`src/rtl/tpu_pkg.sv`:
```
// Shared types and helpers for the systolic-array feeder blocks.
package tpu_pkg;

  localparam int unsigned DEF_DATA_W = 16;

  typedef enum logic [2:0] {
    StIdle,
    StLoad,
    StSwitch,
    StStream,
    StDrain
  } stager_state_t;

  // Low bit index of lane `lane` in a flat vector of `width`-bit elements.
  function automatic int unsigned lane_lo(input int unsigned lane, input int unsigned width);
    return lane * width;
  endfunction

endpackage

```
`src/rtl/skew_delay.sv`:
```
// N-stage shift register with async active-low clear; N=0 degenerates to a wire.
module skew_delay #(
  parameter int unsigned N      = 1,
  parameter int unsigned DATA_W = 16
) (
  input  logic              clk,
  input  logic              rst,
  input  logic [DATA_W-1:0] i_data,
  output logic [DATA_W-1:0] o_data
);

  if (N == 0) begin : g_wire
    logic w_unused;
    assign w_unused = clk ^ rst;
    assign o_data   = i_data;
  end else begin : g_pipe
    logic [DATA_W-1:0] r_stage [N];

    always_ff @(posedge clk or negedge rst) begin
      if (!rst) begin
        for (int i = 0; i < int'(N); i++) r_stage[i] <= '0;
      end else begin
        r_stage[0] <= i_data;
        for (int i = 1; i < int'(N); i++) r_stage[i] <= r_stage[i-1];
      end
    end

    assign o_data = r_stage[N-1];
  end

endmodule

```
`src/rtl/sys_input_stager.sv`:
```
// Buffers a batch of input vectors, then replays them into the systolic array with a
// per-lane diagonal skew (lane i delayed i cycles).
module sys_input_stager
  import tpu_pkg::*;
#(
  parameter int unsigned LANES  = 2,
  parameter int unsigned DEPTH  = 8,
  parameter int unsigned DATA_W = DEF_DATA_W
) (
  input  logic                      clk,
  input  logic                      rst,
  input  logic                      in_valid,
  output logic                      in_ready,
  input  logic [LANES*DATA_W-1:0]   in_data,
  input  logic                      go,
  input  logic                      go_switch,
  output logic                      busy,
  output logic [$clog2(DEPTH):0]    count,
  output logic [LANES*DATA_W-1:0]   out_data,
  output logic                      out_start,
  output logic                      out_switch,
  output logic                      done
);

  localparam int unsigned PW  = $clog2(DEPTH);
  localparam int unsigned CW  = PW + 1;
  localparam int unsigned DCW = (LANES > 1) ? $clog2(LANES) : 1;

  stager_state_t           r_state, w_state_nxt;
  logic [CW-1:0]           r_count, w_count_nxt;
  logic [PW-1:0]           r_wr_ptr, w_wr_ptr_nxt;
  logic [PW-1:0]           r_rd_ptr, w_rd_ptr_nxt;
  logic [DCW-1:0]          r_drain, w_drain_nxt;
  logic                    r_in_ready, w_in_ready_nxt;
  logic                    r_switch, w_switch_nxt;
  logic                    r_done, w_done_nxt;
  logic                    r_start;
  logic [LANES*DATA_W-1:0] r_lane0;
  logic [LANES*DATA_W-1:0] r_mem [DEPTH];
  logic                    w_wr, w_rd, w_finish;

  assign w_wr = in_valid & r_in_ready;
  assign w_rd = (r_state == StStream) && (r_count != '0);

  always_comb begin
    w_state_nxt  = r_state;
    w_count_nxt  = r_count;
    w_wr_ptr_nxt = r_wr_ptr;
    w_rd_ptr_nxt = r_rd_ptr;
    w_drain_nxt  = r_drain;
    w_switch_nxt = 1'b0;
    w_done_nxt   = 1'b0;
    w_finish     = 1'b0;

    if (w_wr) begin
      w_count_nxt  = r_count + CW'(1);
      w_wr_ptr_nxt = r_wr_ptr + PW'(1);
    end

    unique case (r_state)
      StIdle, StLoad: begin
        if (w_wr) w_state_nxt = StLoad;
        // A vector written alongside go joins the batch, so test the post-edge count.
        if (go && (w_count_nxt != '0)) w_state_nxt = go_switch ? StSwitch : StStream;
      end
      StSwitch: begin
        w_switch_nxt = 1'b1;
        w_state_nxt  = StStream;
      end
      StStream: begin
        if (w_rd) begin
          w_count_nxt  = r_count - CW'(1);
          w_rd_ptr_nxt = r_rd_ptr + PW'(1);
        end else if (LANES > 1) begin
          // Tail cycle: the last vector is sitting in the lane-0 register.
          w_state_nxt = StDrain;
          w_drain_nxt = '0;
        end else begin
          w_finish = 1'b1;
        end
      end
      StDrain: begin
        if (r_drain == DCW'(LANES - 2)) w_finish = 1'b1;
        else w_drain_nxt = r_drain + DCW'(1);
      end
      default: w_state_nxt = StIdle;
    endcase

    if (w_finish) begin
      w_state_nxt  = StIdle;
      w_done_nxt   = 1'b1;
      w_count_nxt  = '0;
      w_wr_ptr_nxt = '0;
      w_rd_ptr_nxt = '0;
    end

    w_in_ready_nxt = ((w_state_nxt == StIdle) || (w_state_nxt == StLoad)) && !w_finish &&
                     (w_count_nxt < CW'(DEPTH));
  end

  always_ff @(posedge clk or negedge rst) begin
    if (!rst) begin
      r_state    <= StIdle;
      r_count    <= '0;
      r_wr_ptr   <= '0;
      r_rd_ptr   <= '0;
      r_drain    <= '0;
      r_in_ready <= 1'b0;
      r_switch   <= 1'b0;
      r_done     <= 1'b0;
      r_start    <= 1'b0;
      r_lane0    <= '0;
    end else begin
      r_state    <= w_state_nxt;
      r_count    <= w_count_nxt;
      r_wr_ptr   <= w_wr_ptr_nxt;
      r_rd_ptr   <= w_rd_ptr_nxt;
      r_drain    <= w_drain_nxt;
      r_in_ready <= w_in_ready_nxt;
      r_switch   <= w_switch_nxt;
      r_done     <= w_done_nxt;
      r_start    <= w_rd;
      r_lane0    <= w_rd ? r_mem[r_rd_ptr] : '0;
    end
  end

  always_ff @(posedge clk) begin
    if (w_wr) r_mem[r_wr_ptr] <= in_data;
  end

  for (genvar g = 0; g < int'(LANES); g++) begin : g_lane
    skew_delay #(
      .N      (g),
      .DATA_W (DATA_W)
    ) u_skew (
      .clk    (clk),
      .rst    (rst),
      .i_data (r_lane0[lane_lo(g, DATA_W) +: DATA_W]),
      .o_data (out_data[lane_lo(g, DATA_W) +: DATA_W])
    );
  end

  assign in_ready   = r_in_ready;
  assign busy       = (r_state == StSwitch) || (r_state == StStream) || (r_state == StDrain);
  assign count      = r_count;
  assign out_start  = r_start;
  assign out_switch = r_switch;
  assign done       = r_done;

endmodule
```
`config.mk`:
```
export PLATFORM = sky130hd
export DESIGN_NAME = sys_input_stager
export DESIGN_NICKNAME = d
export VERILOG_FILES = /design/src/rtl/tpu_pkg.sv /design/src/rtl/skew_delay.sv /design/src/rtl/sys_input_stager.sv
export SDC_FILE = /design/constraint.sdc
export NUM_CORES = 1
export LEC_CHECK = 0
export BUFFER_PORTS_ARGS = -buffer_cell sky130_fd_sc_hd__buf_2
export CORE_ASPECT_RATIO = 0.75
export CORE_MARGIN = 10
export CORE_UTILIZATION = 31
export CTS_BUF_LIST = sky130_fd_sc_hd__clkbuf_8
export DETAILED_ROUTE_END_ITERATION = 10
export GPL_ROUTABILITY_DRIVEN = 0
export PLACE_DENSITY_LB_ADDON = 0.1
export REMOVE_ABC_BUFFERS = 1
export SLEW_MARGIN = 20
export SYNTH_ARGS = -nofsm -noshare
export SYNTH_HDL_FRONTEND = slang
export SYNTH_HIERARCHICAL = 1
export SYNTH_SLANG_ARGS = --single-unit
```
`constraint.sdc`:
```
create_clock -name clk -period 5.8 [get_ports clk]
set_input_delay 0.87 -clock clk [delete_from_list [all_inputs] [get_ports clk]]
set_output_delay 0.87 -clock clk [all_outputs]
set_load 0.1 [all_outputs]
```
# Yosys cells after proc, flatten, opt, wreduce, memory -nomap -nowiden
# Memories as Yosys holds them, arrays and structs flattened.
# Index checks and enable logic that the tools add are counted.
# classes
n_eq_ne	6
order_cmp	1
bitwise_logic	1
n_addsub	5
muxes	25
n_reduce_logical	19
# op_table
operator	n
32-bit two-way mux	1
3-bit two-way mux	9
4-bit two-way mux	4
3-bit one-hot mux with 4 select lines	1
1-bit two-way mux	9
2-bit nonzero test	4
4-bit nonzero test	2
3-bit by 1-bit adder with 3-bit output (second input constant)	2
3-bit by 1-bit equality test with 1-bit output (second input constant)	2
3-bit by 2-bit equality test with 1-bit output (second input constant)	2
3-bit logical NOT	2
4-bit by 1-bit adder with 4-bit output (second input constant)	1
1-bit logical AND	4
4-bit less-than comparator (second input constant)	1
2-bit AND reduction	2
4-bit by 1-bit subtractor with 4-bit output (second input constant)	1
3-bit equality test (second input constant)	1
1-bit logical OR	3
2-bit inequality test (second input constant)	1
1-bit one-hot mux with 2 select lines	1
2-bit OR reduction	1
1-bit adder (second input constant)	1
1-bit AND	1
1-bit logical NOT	1
# totals
output_inout_bits	41
ff_bits	66
mem_bits_rw	256
memories	1
in_bits	37
# memory_table
name	depth	word_bits	read_ports	rd_ports_with_merged_regs	wr	line_no	text
r_mem	8	32	1	0	1	sys_input_stager.sv:39	logic [LANES*DATA_W-1:0] r_mem [DEPTH];

# Longest topological paths before layout
# Gate-level depths: netlist (run 1).
# depth
depth_word	11
mapped_depth	8

# Hierarchy
# Netlist (run 1), hierarchy kept.
# by_module_without_submodules
module	seq_area_each_um2	cells_each	area_each_um2	instances
sys_input_stager	8913.5	540	11409.7	1
skew_delay (g_lane[1].u_skew)	400.4	16	400.4	1
skew_delay (g_lane[0].u_skew)	0.0	16	120.1	1

# Worst setup path after synthesis (run 1)
# OpenSTA, ideal clock, no wires.
# synth_timing
kind	register to register
start	register r_in_ready, in the netlist in_ready
end	memory r_mem[0][0] (netlist bit), enable pin
setup_ns	0.502
path_slack_ns	0.976
path_buffers	0
t_arrival_ns	4.322
stages_incl_launch_ff	3
cell_sequence	dfrtp_1 nand2_2 nor4_1
# synth_between
elab_chain_len	3
# synth_lines
item	line_no	text
from (decl)	sys_input_stager.sv:34	logic r_in_ready, w_in_ready_nxt;
from (signal assigned)	sys_input_stager.sv:119	r_in_ready <= w_in_ready_nxt;
1-bit AND	sys_input_stager.sv:42	assign w_wr = in_valid & r_in_ready;
1-bit two-way mux	sys_input_stager.sv:128	if (w_wr) r_mem[r_wr_ptr] <= in_data;
1-bit two-way mux (implied by the code)	sys_input_stager.sv:128	
to (decl)	sys_input_stager.sv:39	
# Every way passes these cells.

# Worst setup path after layout (run 1)
# layout_timing
start	register r_state[0]
end	output port busy
# layout_between
elab_chain_len	3
# layout_lines
item	line_no	text
from (decl)	sys_input_stager.sv:29	stager_state_t r_state, w_state_nxt;
from (signal assigned)	sys_input_stager.sv:103	r_state <= StIdle;
from (signal assigned)	sys_input_stager.sv:114	r_state <= w_state_nxt;
3-bit by 2-bit equality test with 1-bit output	sys_input_stager.sv:144	assign busy = (r_state == StSwitch) || (r_state == StStream) || (r_state == StDrain);
1-bit logical OR	sys_input_stager.sv:144	
1-bit logical OR *	sys_input_stager.sv:144	
to (decl)	sys_input_stager.sv:17	output logic busy,
# Mark *: on every way between the ends. The rest lies on a longest branch, timed or not.

==> impl_metrics.toml, run 1 <==
[clocking]
cts_setup_buffers = 0
clockRootBuffer = "clkbuf_8"
clock_path_buffers = 3
htreeDepth = 2
cts_hold_buffers = 0
numCtsBuffers = 52
cts_tree = "built"
cts-resized-gates = 0
cts_sinks = 321
clkLatencyLatePin_ns = 0.58
path_clk_slew_ns = 0.06

[die]
initial_core_util_pct = 31.3
dieWidth_um = 247
rows = 62
core-area_um2 = 38200
die_area_um2 = 46800
fp.dieH_um = 190
ioPinCount = 78

[finish]
area_growth_pct = 16.5
post-route-util_pct = 36.4
nets = 722
final_layout_size_suffix_gt1_share_pct = 32.7
antenna_cells = 0

[yosys]
syn_area_um2 = 11900
yosys-top-cells-area = "edfxtp_1 (64%), dfrtp_1 (14%), mux4_2 (12%), mux2i_1 (2.8%), nor2_1 (1.4%)"
avgSynthCellArea_um2 = 20.9
yosys_warnings = 6
synthFlopType = "edfxtp_1"
synth-simple-area-share_pct = 3.00
ys_ff_latch = 321
synth_top_family_by_area = "multiplexers"
synthArstFlopShare_pct = 20.2
yosysTopAreaCell = "edfxtp_1"
netlist-cell-type-count = 33
synth_edf_count = 256
synth.most_common_cell = "edfxtp_1"
syn_inst = 572
synth-seq-area-share_pct = 78.1
synth-compound-area-share_pct = 0.724
synthXorXnorAreaFrac_pct = 0.587
synth-adder-area-share_pct = 0.524
synthTopCellsByCount = "edfxtp_1 (256), dfrtp_1 (65), mux4_2 (64)"
muxShareOfSynthArea_pct = 14.9
synth_top_area_share_pct = 64.4

[sta]
period_minus_slack_ns = 2.67
setup_violations = 0
post-route-period-util_pct = 46.0
rsz0062_at_grt = "false"
slew_headroom_pct = 36.0
tightest_slew_ns = 0.961
fin_setup_tns_ns = 0
fmax_ghz = 0.375
worst_clock_skew_ns = 0.0172
final-hold-violation-count = 0
maxSlewViolCount = 0

[worst_setup_path]
arrival_ns = 1.80
critical-path-max-stage-delay_ns = 0.44
cp_slowest_cell = "dfrtp_1"
cp_max_fo = 6
cp_cell_sequence = "nor2_1 -> nand2_1 -> nand2_1 -> buf_2"
cp_top_family = "flip-flops"
cp.required_ns = 4.93
crit_path_end_kind = "output port"
path_buf_inv = 1
startpoint_type = "flop"
cp_common_cell = "nand2_1"
worstSetupPathType = "flop to output port"

[power_and_ir_drop]
powerDensity_nw_per_um2 = 486
ir_drop_mv = 0.244
leakagePower_nw = 5.05

[routing]
drc = 0
firstDrtPassIters = 4
first_iter_violations = 333
postRouteAntennaNets = 0
avgViaCountPerCell = 4.52
wirelength_mm = 26.4
wl_per_cell_um = 21.4
num_vias = 5581

[place]
io_buffers = 77
place_hpwl_mm = 14.7

[grt]
groute.usage.overall_pct = 11.6
grt_pass1_vias = 6225
grt_max_degree = 67
grt_pass1_wl_mm = 40.6
grt-ovfl-total = 0
antenna_found_initial = 1

[worst_hold_path]
min_path_type = "input pin to asynchronous set/reset pin"

[status]
status = "complete, no violations"

[job]
drv_cap = 0
==> per-stage QoR <==
step | hold WS, ns | instance area [um2] | worst slack [ns] | std cells | power, mW
3_5_place_dp | 0.336 | 12900 | 3.00 | 1137 | 5.06
5_1_grt | 0.252 | 13900 | 2.86 | 1234 | 7.16
6_report | 0.261 | 13900 | 3.13 | 1234 | 6.76
2_1_floorplan | 0.331 | 11700 | 0.976 | 533 | 4.55
3_3_place_gp | 0.335 | 12900 | 2.83 | 1135 | 5.04
4_1_cts | 0.225 | 13900 | 3.06 | 1233 | 6.89
==> area by class of cell <==
cell class              instances  area [um2]
clock buffers                  60         826
clock inverters                36         140
fillers                      3601       24300
inverters                       6        22.5
multi-input cells             206        2400
flip-flops and latches        321        9320
well taps                     512         641
repair buffers                 93         553
==> flip-flops by register name, summed over array words and instances, names as in the netlist <==
name and count:
count 4, done 1, g_lane.u_skew/o_data 16, in_ready 1, out_start 1, out_switch 1, r_lane0 32, r_mem 256
r_rd_ptr 3, r_state 3, r_wr_ptr 3
==> power by group <==
group          total [mW]  switching (mW)  internal [mW]
logic                1.98            1.27          0.704
clock network        1.79           0.857          0.937
registers            2.99           0.283           2.71
==> placed cells by master, fill, tap and decap left out, types with 5 or more instances in the layout <==
cell type	count
dfrtp_1	62
buf_2	76
clkbuf_8	60
ha_1	5
xnor2_1	5
edfxtp_1	256
nand2_1	14
mux4_2	64
inv_1	34
nand3_1	5
buf_4	14
mux2i_1	33
nor2_1	43
==> worst paths after layout <==
check / start / cells past startpoint / slack, ns / end
setup / recovery: r_state[0]$_DFF_PN0_ / 4 / 3.13 / busy
hold / removal: rst / 1 / 0.26 / g_lane[1].u_skew/o_data[13]$_DFF_PN0_
setup reg to reg: count[0]$_DFF_PN0_ / 9 / 3.18 / r_rd_ptr[2]$_DFFE_PN0P_
hold reg to reg: r_lane0[29]$_DFF_PN0_ / 0 / 0.35 / g_lane[1].u_skew/o_data[13]$_DFF_PN0_
max in group asynchronous: rst / 2 / 4.51 / r_rd_ptr[1]$_DFFE_PN0P_
min in group clk: r_lane0[29]$_DFF_PN0_ / 0 / 0.35 / g_lane[1].u_skew/o_data[13]$_DFF_PN0_
==> routing by layer <==
metal | GRT usage (%) | vias to the layer above | part of all wire, %
met4 | 3.72 | 2 | 2.3
met5 | 0 | - | 0.030
li1 | - | 2463 | -
met3 | 2.87 | 57 | 4.6
met1 | 16.4 | 2939 | 49
met2 | 17.3 | 120 | 45
==> kinds of logic (layout without fill, tap and decap cells) <==
| family | Yosys count | count (layout) |
|---|---|---|
| simple gates | 82 | 82 |
| buf+inv | 45 | 195 |
| mux | 97 | 97 |
| fa+ha+maj | 5 | 5 |
| compound gates | 14 | 14 |
| xor+xnor | 8 | 8 |
| flops | 321 | 321 |
(Power assumes the default switching activity.)
==> run 2: changes to the inputs <==
clock period = 2.5 ns   (was 5.8 ns; I/O delays follow)
==> run 2 against run 1 <==
Compared with the run above: die area did not move; worst hold slack got worse by 0.20 ns; critical endpoint unchanged; largest power group unchanged; flip-flop and latch count is the same; non-clock buffer count increased by 14; utilization up 0.60 points; clock skew increased by 0.00051 ns; sequential power rose by 130%.
==> impl_metrics.toml, run 2 (synthesized netlist as in run 1, its figures left out) <==
[status]
status = "complete, no violations"

[worst_setup_path]
arrival_ns = 1.79
crit_path_end_kind = "output port"
cp_max_fo = 6
worstSetupPathType = "flop to output port"
ff2ff_setup_slack_ns = 0.46
cp_slowest_cell = "dfrtp_1"
cp.required_ns = 2.12
startpoint_type = "flop"
critical-path-max-stage-delay_ns = 0.44
r2r-start = "count[0]$_DFF_PN0_"
cp_common_cell = "nand2_1"
cp_cell_sequence = "nor2_1 -> nand2_1 -> nand2_1 -> buf_2"
r2r-end = "r_rd_ptr[1]$_DFFE_PN0P_"
r2r_cells = 7

[grt]
grt-ovfl-total = 0
antenna_found_initial = 0
grt_pass1_vias = 6302
grt_pass1_wl_mm = 40.6
grt_max_degree = 41
groute.usage.overall_pct = 11.6

[routing]
drc = 0
wl_per_cell_um = 21.3
avgViaCountPerCell = 4.49
wirelength_mm = 26.7
postRouteAntennaNets = 0
num_vias = 5609
firstDrtPassIters = 4
first_iter_violations = 256

[clocking]
numCtsBuffers = 52
cts-resized-gates = 0
clockRootBuffer = "clkbuf_8"
cts_hold_buffers = 2
cts_setup_buffers = 0
clock_path_buffers = 3
cts_tree = "built"
clkLatencyLatePin_ns = 0.59
cts_sinks = 321
htreeDepth = 2
path_clk_slew_ns = 0.06

[place]
io_buffers = 77
placed_cell_area_um2 = 13000
dpl.cell_count = 1150
place_hpwl_mm = 15.6

[power_and_ir_drop]
p_comb_share_pct = 30.1
p_int_mw = 10.5
powerDensity_nw_per_um2 = 1150
power.switching_mw = 5.66
power_frac_seq_pct = 41.7
ir_drop_mv = 0.534
p_sw_share_pct = 35.0
leakagePower_nw = 5.14
p_clk_share_pct = 28.2

[die]
die_area_um2 = 46800
fp.dieH_um = 190
ioPinCount = 78
dieWidth_um = 247
rows = 62
core-area_um2 = 38200
initial_core_util_pct = 31.3

[finish]
area_growth_pct = 18.5
instances_no_fill = 1250
antenna_cells = 0
most-common-layout-cells = "edfxtp_1 (256), buf_2 (76), clkbuf_8 (67), mux4_2 (64), dfrtp_1 (62)"
nets = 736
post-route-util_pct = 37.0
final_layout_size_suffix_gt1_share_pct = 34.6
fillers = 3583
largest_reg_flops = 256
fin_area_um2 = 14100
final_common_cell = "edfxtp_1"
regMostFlops = "r_mem"

[sta]
tightest_slew_ns = 0.602
holdWs_ns = 0.0597
fin_setup_tns_ns = 0
period_minus_slack_ns = 2.17
rsz0062_at_grt = "false"
maxSlewViolCount = 0
slew_headroom_pct = 59.9
final-hold-violation-count = 0
post-route-period-util_pct = 86.8
fmax_ghz = 0.461
worst_clock_skew_ns = 0.0177
setup_violations = 0

[worst_hold_path]
min_from = "in_data[3]"
hold-path-endpoint = "r_mem[5][3]$_DFFE_PP_"
min_path_type = "input pin to flop"
holdPathStages = 1

[job]
drv_cap = 0
-- run 2: cell count changes in the layout (fill, tap and decap cells not counted), sizes merged --
cell	previous run	this run
inv	35	26
clkinv	7	10
buf	93	105
clkbuf	60	67
dlygate4sd3	0	2
bufinv	0	1
-- run 2: how the worst max path moves through the flow --
stage,startpoint,to,slack (ns),cells after the start
finish,r_state[0]$_DFF_PN0_,busy,0.33,4
global route,r_state[0]$_DFF_PN0_,busy,0.20,4
CTS,r_state[0]$_DFF_PN0_,busy,0.26,4
detailed placement,count[0]$_DFF_PN0_,r_rd_ptr[1]$_DFFE_PN0P_,0.44,7
global placement,count[0]$_DFF_PN0_,r_rd_ptr[1]$_DFFE_PN0P_,0.47,7
floorplan,in_ready$_DFF_PN0_,r_mem[0][0]$_DFFE_PP_,-2.32,2
-- run 2: power groups by stage --
| stage | Combinational (mW) | Clock (mW) | Sequential [mW] |
|---|---|---|---|
| 5_1_grt | 5.24 | 5.05 | 6.81 |
| 3_5_place_dp | 5.00 | 0 | 6.87 |
| 4_1_cts | 5.02 | 4.76 | 6.76 |
| 2_1_floorplan | 2.18 | 0 | 8.36 |
| 3_3_place_gp | 4.98 | 0 | 6.85 |
| 6_report | 4.88 | 4.56 | 6.75 |
-- run 2: critical path, delay by kind of cell, from the launching register on --
kind / cells / cell delay [ns]
buf+inv: 1 / 0.43
flops: 1 / 0.44
simple gates: 3 / 0.33
-- run 2: routing by layer --
metal	track usage (%)	vias up	part of all wire, %
met5	0	-	0
li1	-	2498	-
met4	3.65	0	2.1
met2	18.6	121	48
met3	2.73	51	4.5
met1	15.4	2939	46
-- run 2: area by class of cell --
cell class	count	area (um2)	share of cell area (%)
repair buffers	107	668	4.73
flip-flops and latches	321	9320	66.0
inverters	6	22.5	0.159
clock inverters	31	159	1.12
multi-input cells	206	2400	17.0
well taps	512	641	4.53
clock buffers	67	922	6.53
-- run 2: stage by stage --
step                power, mW  setup slack (ns)
finish                   16.2             0.331
global placement         11.8             0.470
CTS                      16.5             0.265
detailed placement       11.9             0.445
global route             17.1             0.198
floorplan                10.5             -2.32
==> run 3: changes to the inputs <==
ABC_AREA = 1   (was default)
SKIP_LAST_GASP = 1   (was default)
==> run 3 against run 2 <==
Compared with the run above: global-route usage increased by 0.85 points; register-to-register slack better by 0.19 ns; via count grew 30%; worst setup slack got worse by 0.077 ns; final cell count is 28% higher; count of clock-buffer cells in the layout fell by 10; first-iteration DRC count grew 91%; wire length grew 12%; die area increased by 1.9%; design area grew 0.80%; critical endpoint unchanged; largest power group is now combinational cells.
==> impl_metrics.toml, run 3 <==
[worst_setup_path]
crit_path_end_kind = "output port"
ff2ff_setup_slack_ns = 0.65
startpoint_type = "flop"
worstSetupPathType = "flop to output port"
cp_max_fo = 7
arrival_ns = 1.87
cp.required_ns = 2.12

[grt]
antenna_found_initial = 1
grt_pass1_wl_mm = 46.4
grt-ovfl-total = 0
grt_pass1_vias = 7453
grt_max_degree = 83
groute.usage.overall_pct = 12.5

[sta]
post-route-period-util_pct = 89.9
final-hold-violation-count = 0
maxSlewViolCount = 0
fin_setup_tns_ns = 0
setup_violations = 0
holdWs_ns = 0.0635
rsz0062_at_grt = "false"
fmax_ghz = 0.445
slew_headroom_pct = 55.0
worst_clock_skew_ns = 0.0206
setup_ws_ns = 0.254
tightest_slew_ns = 0.674
period_minus_slack_ns = 2.25

[yosys]
synth-simple-area-share_pct = 9.10
synth-compound-area-share_pct = 10.2
synth_edf_count = 256
synth_top_family_by_area = "compound AO/OA/AOI/OAI gates"
yosys_warnings = 6
synth_top_area_share_pct = 63.1
synthArstFlopShare_pct = 20.2
ys_ff_latch = 321
syn_inst = 946
syn_area_um2 = 12200
muxShareOfSynthArea_pct = 0
synthXorXnorAreaFrac_pct = 0.144
synthFlopType = "edfxtp_1"
synth.most_common_cell = "edfxtp_1"
yosys-top-cells-area = "edfxtp_1 (63%), dfrtp_1 (13%), nor2_1 (7.6%), o21ai_0 (7.4%), a31oi_1 (1.6%)"
synth-adder-area-share_pct = 0.514
yosysTopAreaCell = "edfxtp_1"
netlist-cell-type-count = 24
synth-seq-area-share_pct = 76.5
synthTopCellsByCount = "edfxtp_1 (256), nor2_1 (246), o21ai_0 (180)"
avgSynthCellArea_um2 = 12.9

[routing]
wirelength_mm = 29.9
dr.max_layer_used = "met4"
met1_length_mm = 14.9
firstDrtPassIters = 4
met3_length_mm = 1.40
wl_per_cell_um = 18.8
postRouteAntennaNets = 0
wl_met2_mm = 13.2
num_vias = 7309
first_iter_violations = 488
drc = 0
avgViaCountPerCell = 4.58

[clocking]
htreeDepth = 2
clockRootBuffer = "clkbuf_8"
cts_tree = "built"
cts_sinks = 321
cts_hold_buffers = 1
numCtsBuffers = 53
clock_path_buffers = 3
clkLatencyLatePin_ns = 0.59
cts_setup_buffers = 0
cts-resized-gates = 0
path_clk_slew_ns = 0.06

[finish]
area_growth_pct = 16.9
largest_reg_flops = 256
most-common-layout-cells = "edfxtp_1 (256), nor2_1 (238), o21ai_0 (180), buf_2 (75), dfrtp_1 (63)"
final_common_cell = "edfxtp_1"
final_layout_size_suffix_gt1_share_pct = 16.9
post-route-util_pct = 36.9
nets = 1081
regMostFlops = "r_mem"

[die]
core-area_um2 = 38600
die_area_um2 = 47700
initial_core_util_pct = 31.6
rows = 62
ioPinCount = 78
dieWidth_um = 249
fp.dieH_um = 192

[place]
place_hpwl_mm = 16.9
dp_slack_ns = 0.575
io_buffers = 77

[worst_hold_path]
min_path_type = "input pin to flop"

[status]
status = "complete, no violations"

[power_and_ir_drop]
leakagePower_nw = 5.24
ir_drop_mv = 0.736
powerDensity_nw_per_um2 = 1270
power_mw = 18.1

[job]
drv_cap = 0
-- run 3: changes by cell type in the layout (fill, tap and decap cells not counted), moves of 17 or more --
| cell | change |
|---|---|
| o21ai_0 | +176 |
| nand2_1 | +22 |
| mux4_2 | -64 |
| inv_1 | +17 |
| a31oi_1 | +32 |
| o21ai_1 | +17 |
| mux2i_1 | -33 |
| nor2_1 | +195 |
-- run 3: layout make-up --
| cell class | instances | area [um2] |
|---|---|---|
| clock inverters | 41 | 166 |
| diodes | 1 | 2.50 |
| fillers | 3750 | 24300 |
| repair buffers | 107 | 768 |
| well taps | 512 | 641 |
| flip-flops and latches | 321 | 9320 |
| multi-input cells | 537 | 2490 |
| inverters | 19 | 72.6 |
| clock buffers | 57 | 785 |
-- run 3: logic make-up after synthesis --
family | after synthesis
flip-flops | 321
AND/OR/NAND/NOR | 292
AO/OA/AOI/OAI | 238
buffers and inverters | 88
adder cells (fa/ha/maj) | 5
XOR/XNOR | 2
-- run 3: worst max-delay path, stage by stage, from the launching register on --
cell     delay [ns]
dfrtp_1        0.41
nor3_1         0.19
buf_4          0.20
inv_1          0.15
nand2_1        0.14
buf_12         0.18
-- run 3: metrics by stage --
stage	area (um2)	std cells
floorplan	11800	877
global route	14200	1594
global placement	13300	1495
detailed placement	13300	1495
CTS	14200	1594
finish	14200	1595
-- run 3: path summary, 6_finish.rpt --
check,startpoint,end,cells after the start
min in group asynchronous,rst,done$_DFF_PN0_,2
worst max register to register,r_rd_ptr[0]$_DFFE_PN0P_,r_lane0[11]$_DFF_PN0_,6
max in group asynchronous,rst,g_lane[1].u_skew/o_data[1]$_DFF_PN0_,3
worst max-delay path,r_state[0]$_DFF_PN0_,busy,5
worst min-delay path,in_data[18],r_mem[1][18]$_DFFE_PP_,1
worst min register to register,r_lane0[24]$_DFF_PN0_,g_lane[1].u_skew/o_data[8]$_DFF_PN0_,0
-- run 3: report_power, final --
| part | internal [mW] | switching [mW] | leakage (nW) |
|---|---|---|---|
| Sequential | 6.57 | 0.327 | 3.16 |
| Clock | 2.09 | 2.08 | 0.575 |
| Combinational | 1.58 | 5.45 | 1.51 |
-- run 3: layer usage --
| layer | track usage, % | vias to the layer above |
|---|---|---|
| li1 | - | 3549 |
| met5 | 0 | - |
| met3 | 2.71 | 48 |
| met2 | 19.2 | 166 |
| met4 | 3.39 | 0 |
| met1 | 17.4 | 3546 |
